File: config.mk
export PLATFORM = sky130hd
export DESIGN_NAME = uartprobe_gpio
export DESIGN_NICKNAME = d
export VERILOG_FILES = /design/src/rtl/uartprobe_pkg.sv /design/src/rtl/uartprobe_uart.sv /design/src/rtl/uartprobe_gpio.sv
export SDC_FILE = /design/constraint.sdc
export NUM_CORES = 1
export LEC_CHECK = 0
export ABC_AREA = 1
export CAP_MARGIN = 20
export CORE_ASPECT_RATIO = 1.2
export CORE_UTILIZATION = 55
export DETAILED_ROUTE_END_ITERATION = 7
export GPL_TIMING_DRIVEN = 0
export PLACE_DENSITY = 0.79
export SYNTH_ARGS = -nofsm -noshare
export SYNTH_HDL_FRONTEND = slang
export SYNTH_HIERARCHICAL = 1
export SYNTH_SLANG_ARGS = --single-unit
File: constraint.sdc
create_clock -name clk -period 4.8 [get_ports clk]
set_input_delay 1.44 -clock clk [delete_from_list [all_inputs] [get_ports clk]]
set_output_delay 1.44 -clock clk [all_outputs]
set_load 0.02 [all_outputs]
File: src/rtl/uartprobe_pkg.sv
// rtl/uartprobe_pkg.sv - opcode, reply and FSM state definitions for the UART debug probe
package uartprobe_pkg;

  localparam logic [7:0] OP_PING   = 8'h00;
  localparam logic [7:0] OP_WR_GPO = 8'h01;
  localparam logic [7:0] OP_RD_GPI = 8'h02;
  localparam logic [7:0] OP_RD_GPO = 8'h03;

  localparam logic [7:0] RSP_PING = 8'h55;
  localparam logic [7:0] RSP_ACK  = 8'h06;
  localparam logic [7:0] RSP_NAK  = 8'h15;

  typedef enum logic [1:0] {S_IDLE, S_WR_DATA, S_TX} state_t;

endpackage

File: src/rtl/uartprobe_uart.sv
// rtl/uartprobe_uart.sv - 8N1 UART receiver and back-to-back transmitter with byte stream ports
module uartprobe_uart import uartprobe_pkg::*; #(
  parameter int CLK_DIV = 868
) (
  input  logic       clk,
  input  logic       areset,
  input  logic       rx,
  output logic       tx,
  output logic [7:0] rx_tdata,
  output logic       rx_tvalid,
  output logic       rx_ferr,
  input  logic [7:0] tx_tdata,
  input  logic       tx_tvalid,
  output logic       tx_tready,
  output logic       tx_idle
);

  localparam int CW = $clog2(CLK_DIV);
  localparam logic [CW-1:0] DIV_M1  = CW'(CLK_DIV - 1);
  localparam logic [CW-1:0] HALF_M1 = CW'(CLK_DIV / 2 - 1);

  logic          rx_s1, rx_s2, rx_s3;
  logic          rx_busy;
  logic [CW-1:0] rx_cnt;
  logic [3:0]    rx_bitn;
  logic [7:0]    rx_sh;

  // rx_s3 is the previous synchronised sample, used only for start-edge detection
  always_ff @(posedge clk or posedge areset) begin
    if (areset) begin
      {rx_s1, rx_s2, rx_s3} <= 3'b111;
      rx_busy   <= 1'b0;
      rx_cnt    <= '0;
      rx_bitn   <= '0;
      rx_sh     <= '0;
      rx_tdata  <= '0;
      rx_tvalid <= 1'b0;
      rx_ferr   <= 1'b0;
    end else begin
      rx_s1     <= rx;
      rx_s2     <= rx_s1;
      rx_s3     <= rx_s2;
      rx_tvalid <= 1'b0;
      rx_ferr   <= 1'b0;
      if (!rx_busy) begin
        if (rx_s3 && !rx_s2) begin
          rx_busy <= 1'b1;
          rx_cnt  <= HALF_M1;
          rx_bitn <= '0;
        end
      end else if (rx_cnt != '0) begin
        rx_cnt <= rx_cnt - 1'b1;
      end else begin
        rx_cnt  <= DIV_M1;
        rx_bitn <= rx_bitn + 1'b1;
        if (rx_bitn == 4'd0) begin
          if (rx_s2) rx_busy <= 1'b0;
        end else if (rx_bitn == 4'd9) begin
          rx_busy <= 1'b0;
          if (rx_s2) begin
            rx_tdata  <= rx_sh;
            rx_tvalid <= 1'b1;
          end else begin
            rx_ferr <= 1'b1;
          end
        end else begin
          rx_sh <= {rx_s2, rx_sh[7:1]};
        end
      end
    end
  end

  logic          tx_busy;
  logic [CW-1:0] tx_cnt;
  logic [3:0]    tx_bitn;
  logic [8:0]    tx_sh;

  // Ready on the last cycle of a stop bit so the next start bit follows with no gap
  assign tx_tready = !tx_busy || (tx_bitn == 4'd9 && tx_cnt == '0);
  assign tx_idle   = !tx_busy;

  always_ff @(posedge clk or posedge areset) begin
    if (areset) begin
      tx      <= 1'b1;
      tx_busy <= 1'b0;
      tx_cnt  <= '0;
      tx_bitn <= '0;
      tx_sh   <= '1;
    end else if (tx_tvalid && tx_tready) begin
      tx      <= 1'b0;
      tx_sh   <= {1'b1, tx_tdata};
      tx_bitn <= '0;
      tx_cnt  <= DIV_M1;
      tx_busy <= 1'b1;
    end else if (tx_busy) begin
      if (tx_cnt != '0) begin
        tx_cnt <= tx_cnt - 1'b1;
      end else if (tx_bitn == 4'd9) begin
        tx_busy <= 1'b0;
      end else begin
        tx      <= tx_sh[0];
        tx_sh   <= {1'b1, tx_sh[8:1]};
        tx_bitn <= tx_bitn + 1'b1;
        tx_cnt  <= DIV_M1;
      end
    end
  end

endmodule

File: src/rtl/uartprobe_gpio.sv
// rtl/uartprobe_gpio.sv - UART command probe driving a GPO register and snapshotting GPI
// Define UAP_GPI_SYNC_EN to pass gpi through a 2-flop synchroniser before the snapshot.
module uartprobe_gpio import uartprobe_pkg::*; #(
  parameter int               GPO_W       = 32,
  parameter int               GPI_W       = 32,
  parameter logic [GPO_W-1:0] GPO_RESET   = '0,
  parameter int               CLK_DIV     = 868,
  parameter int               TIMEOUT_CYC = 1000000
) (
  input  logic             clk,
  input  logic             areset,
  input  logic             uart_rx,
  output logic             uart_tx,
  output logic [GPO_W-1:0] gpo,
  input  logic [GPI_W-1:0] gpi,
  output logic             gpo_upd,
  output logic             busy
);

  localparam int RSP_W = (GPO_W > GPI_W) ? GPO_W : GPI_W;
  localparam int NB_W  = $clog2(RSP_W / 8 + 1);
  localparam int TW    = $clog2(TIMEOUT_CYC + 1);
  localparam logic [NB_W-1:0] GPO_NB   = NB_W'(GPO_W / 8);
  localparam logic [NB_W-1:0] GPI_NB   = NB_W'(GPI_W / 8);
  localparam logic [NB_W-1:0] GPO_LAST = NB_W'(GPO_W / 8 - 1);
  localparam logic [TW-1:0]   TMO_M1   = TW'(TIMEOUT_CYC - 1);

  logic [7:0]       rx_tdata, tx_tdata;
  logic             rx_tvalid, rx_ferr, tx_tvalid, tx_tready, tx_idle;
  state_t           state;
  logic [GPO_W-1:0] stg, stg_next;
  logic [RSP_W-1:0] rsp_sh;
  logic [NB_W-1:0]  byte_cnt, rsp_left;
  logic [TW-1:0]    tmo;
  logic [GPI_W-1:0] gpi_snap;

`ifdef UAP_GPI_SYNC_EN
  logic [GPI_W-1:0] gpi_s1, gpi_s2;
  always_ff @(posedge clk or posedge areset) begin
    if (areset) begin
      gpi_s1 <= '0;
      gpi_s2 <= '0;
    end else begin
      gpi_s1 <= gpi;
      gpi_s2 <= gpi_s1;
    end
  end
  assign gpi_snap = gpi_s2;
`else
  assign gpi_snap = gpi;
`endif

  uartprobe_uart #(.CLK_DIV(CLK_DIV)) u_uart (
    .clk      (clk),
    .areset   (areset),
    .rx       (uart_rx),
    .tx       (uart_tx),
    .rx_tdata (rx_tdata),
    .rx_tvalid(rx_tvalid),
    .rx_ferr  (rx_ferr),
    .tx_tdata (tx_tdata),
    .tx_tvalid(tx_tvalid),
    .tx_tready(tx_tready),
    .tx_idle  (tx_idle)
  );

  // Responses are left-aligned in rsp_sh and leave MSB byte first
  assign stg_next  = (stg << 8) | GPO_W'(rx_tdata);
  assign tx_tdata  = rsp_sh[RSP_W-1 -: 8];
  assign tx_tvalid = (state == S_TX) && (rsp_left != '0);
  assign busy      = (state != S_IDLE);

  always_ff @(posedge clk or posedge areset) begin
    if (areset) begin
      state    <= S_IDLE;
      gpo      <= GPO_RESET;
      gpo_upd  <= 1'b0;
      stg      <= '0;
      rsp_sh   <= '0;
      byte_cnt <= '0;
      rsp_left <= '0;
      tmo      <= '0;
    end else begin
      gpo_upd <= 1'b0;
      case (state)
        S_IDLE: if (rx_tvalid) begin
          state    <= S_TX;
          rsp_left <= NB_W'(1);
          rsp_sh   <= RSP_W'(RSP_NAK) << (RSP_W - 8);
          case (rx_tdata)
            OP_PING:   rsp_sh <= RSP_W'(RSP_PING) << (RSP_W - 8);
            OP_WR_GPO: begin
              state    <= S_WR_DATA;
              byte_cnt <= '0;
              tmo      <= '0;
            end
            OP_RD_GPI: begin
              rsp_sh   <= RSP_W'(gpi_snap) << (RSP_W - GPI_W);
              rsp_left <= GPI_NB;
            end
            OP_RD_GPO: begin
              rsp_sh   <= RSP_W'(gpo) << (RSP_W - GPO_W);
              rsp_left <= GPO_NB;
            end
            default: ;
          endcase
        end
        S_WR_DATA: begin
          if (rx_tvalid) begin
            tmo      <= '0;
            stg      <= stg_next;
            byte_cnt <= byte_cnt + 1'b1;
            if (byte_cnt == GPO_LAST) begin
              gpo      <= stg_next;
              gpo_upd  <= 1'b1;
              rsp_sh   <= RSP_W'(RSP_ACK) << (RSP_W - 8);
              rsp_left <= NB_W'(1);
              state    <= S_TX;
            end
          end else if (rx_ferr || tmo == TMO_M1) begin
            rsp_sh   <= RSP_W'(RSP_NAK) << (RSP_W - 8);
            rsp_left <= NB_W'(1);
            state    <= S_TX;
          end else begin
            tmo <= tmo + 1'b1;
          end
        end
        S_TX: begin
          if (tx_tvalid && tx_tready) begin
            rsp_sh   <= rsp_sh << 8;
            rsp_left <= rsp_left - 1'b1;
          end else if (rsp_left == '0 && tx_idle) begin
            state <= S_IDLE;
          end
        end
        default: state <= S_IDLE;
      endcase
    end
  end

endmodule
==> impl_metrics.py <==
metrics = {
    "outcome": {
        "status": "finished clean",
    },
    "worst_setup_path": {
        "path_max_fanout": 4,
        "cpMaxStageDelayCell": "clkdlybuf4s50_1",
        "cp_slowest_stage_delay_ns": 0.61,
        "critPathCaptureType": "output port",
        "critPathKind": "register to output port",
        "cp_top_family": "buffers and inverters",
        "worstReg2RegStart": "u_uart/tx_cnt[0]$_DFFE_PP0P_",
        "required_ns": 3.36,
        "cp.buffers_inverters": 3,
        "reg2reg_to": "rsp_sh[1]$_DFFE_PP0P_",
        "startpoint_type": "register",
        "worstPathCellList": "inv_1, ha_1, inv_2, clkdlybuf4s50_1",
        "reg2reg_depth": 13,
        "crit_arrival_ns": 1.92,
        "r2r_slack_ns": 2.57,
    },
    "clocking": {
        "cts.sinks": 177,
        "ctsResizeCount": 0,
        "cts.root.buffer_cell": "clkbuf_16",
        "clkLatencyLatePin_ns": 0.45,
        "htree_num_levels": 4,
        "post-cts-setup-buffer-count": 0,
        "clockBufferDepth": 2,
        "ctsHoldBuffers": 0,
        "numCtsBuffers": 17,
        "clkTransAtPathRegs_ns": 0.07,
        "cts_tree": "built",
    },
    "min_path": {
        "hold_path_class": "register to register",
        "worst_hold_startpoint": "u_uart/rx_s1$_DFF_PP1_",
        "whs_path_depth": 0,
        "holdPathEnd": "u_uart/rx_s2$_DFF_PP1_",
    },
    "synth": {
        "synth_nets": 1155,
        "syn_avg_cell_area_um2": 8.17,
        "syn_inst": 1104,
        "yosysSeqAreaShare_pct": 49.3,
        "yosys_warnings": 6,
        "ys_ff_latch": 177,
        "synth_cell_types": 45,
        "netlist_area_um2": 9020,
    },
    "sta": {
        "period_share_pct": 70.0,
        "final.setup_skew_ns": 0.0117,
        "tightest_slew_ns": 0.521,
        "hold_viol_final": 0,
        "max_freq_mhz": 297,
        "rsz0062_at_grt": "no",
        "report.final.slew_viol_count": 0,
        "fin_crit_ns": 3.36,
        "relSlewSlack_pct": 65.3,
        "setup_viol": 0,
    },
    "detailed_routing": {
        "drt-pass1-iter-count": 5,
        "wl_per_cell_um": 15.7,
        "final_antenna_net_count": 0,
        "vias": 7722,
        "viasPerCell": 5.46,
        "drt_wl_total_um": 22200,
        "drt-initial-drc-count": 651,
        "drc": 0,
    },
    "floorplan": {
        "coreArea_um2": 15800,
        "ios": 70,
        "chipWidth_um": 119,
        "initial_utilization_pct": 57.0,
        "row_count": 50,
        "die_h_um": 142,
        "die_area_um2": 16900,
    },
    "cells_and_area": {
        "antenna_cells": 0,
        "finalNetCount": 1245,
        "fin_util_pct": 67.4,
        "final_cells": 1415,
        "drive_gt1_share_pct": 11.9,
        "syn_to_final_growth_pct": 18.3,
    },
    "global_routing": {
        "grt_max_degree": 63,
        "grt_pass1_wl_um": 37200,
        "grt_usage_pct": 28.1,
        "grt_overflow": 0,
        "grt_pass1_vias": 7495,
        "antenna_found_initial": 0,
    },
    "placement": {
        "dp_hpwl_um": 16400,
        "placedCellCount": 1383,
        "portBuffers": 69,
        "finalWeightedCongestion": 0.936,
    },
    "power": {
        "finalPower_mw": 3.28,
        "ir_drop_uv": 247,
        "p_leak_nw": 5.10,
        "p_per_area_nw_per_um2": 308,
    },
    "flow_run": {
        "max-cap-violations": 0,
    },
}
where the power goes:
part,switching [mW],leakage (nW),internal [mW]
combinational,0.147,2.56,0.100
sequential,0.0364,2.24,1.54
clock,0.728,0.308,0.729
synthesized netlist by cell type (all sizes together):
cell | count | area share (%)
nand3b | 2 | 0.17
inv | 115 | 4.8
a21boi | 2 | 0.17
clkinv | 2 | 0.083
nor3 | 7 | 0.50
xor2 | 11 | 1.1
dfstp | 12 | 3.5
a21o | 2 | 0.17
nor2 | 59 | 2.9
o221ai | 1 | 0.097
a21oi | 12 | 0.79
nand3 | 136 | 8.3
a211oi | 1 | 0.083
a22oi | 19 | 1.6
buf | 30 | 2.3
nand4 | 10 | 0.69
clkbuf | 15 | 0.64
dfrtp | 165 | 46
o211ai | 1 | 0.083
nand2 | 338 | 15
ha | 16 | 2.2
o21ai | 128 | 8.0
o21bai | 2 | 0.17
or2 | 8 | 0.55
and2 | 1 | 0.069
o22ai | 6 | 0.42
xnor2 | 3 | 0.29
layer usage:
layer  wire length (um)  vias to the layer above  track usage (%)
met3               1070                       40             4.33
met4                505                        0             10.3
met2              11200                      209             48.6
met1               9490                     3698             35.7
met5                  0                        -                0
li1                   -                     3775                -
cell usage in the layout, fill, tap and decap left out, drive strengths merged, types with 2 or more instances in the layout:
master         Yosys  routed
a21boi             2       2
a21o               2       2
a21oi             12      12
a22oi             19      19
buf               30      32
clkbuf            15      32
clkdlybuf4s50      0      69
clkinv             2      10
dfrtp            165     165
dfstp             12      12
ha                16      16
inv              115     122
nand2            338     338
nand3            136     136
nand3b             2       2
nand4             10      10
nor2              59      59
nor3               7       7
o21ai            128     128
o21bai             2       2
o22ai              6       6
or2                8       8
xnor2              3       3
xor2              11      11
sequential cells by signal (all words and copies together) (netlist names), 8 cells and up:
name and count:
u_uart/rx_tdata 8, u_uart/tx_sh 8, stg 24, rsp_sh 32, u_uart/rx_sh 8, tmo 20
gpo 32, u_uart/rx_cnt 10, u_uart/tx_cnt 10
cells by family after synthesis:
kind of cell	synth area share, %
simple gates	27.8
fa+ha+maj	2.22
compound gates	11.5
buf+inv	7.86
flops	49.3
xor+xnor	1.36
through the flow:
stage | TNS [ns] | hold slack (ns) | cell area (um2) | worst slack (ns)
floorplan | 0 | 0.345 | 9020 | 0.259
global placement | -176.93 | 0.346 | 9970 | -1.52
detailed placement | 0 | 0.353 | 10000 | 1.91
CTS | 0 | 0.363 | 10700 | 1.42
global route | 0 | 0.367 | 10700 | 1.36
finish | 0 | 0.362 | 10700 | 1.44
how the worst max path moves through the flow:
stage	end	slack, ns	cells past startpoint	from
2_1_floorplan	byte_cnt[0]$_DFFE_PP0P_	0.26	1	areset
3_3_place_gp	rsp_sh[11]$_DFFE_PP0P_	-1.52	2	areset
5_1_grt	busy	1.36	4	state[0]$_DFFE_PP0P_
3_5_place_dp	busy	1.91	4	state[0]$_DFFE_PP0P_
4_1_cts	busy	1.42	4	state[0]$_DFFE_PP0P_
6_report	busy	1.44	4	state[0]$_DFFE_PP0P_
cell type report:
class	instances	area (um2)
sequential	177	4440
clock buffer	17	425
tap	208	260
timing repair buffer	71	738
inverter	117	449
clock inverter	15	219
fill	1257	5160
multi-input combinational	765	3870
buffer	45	265
Note: power is estimated with default switching activity, not from simulation.
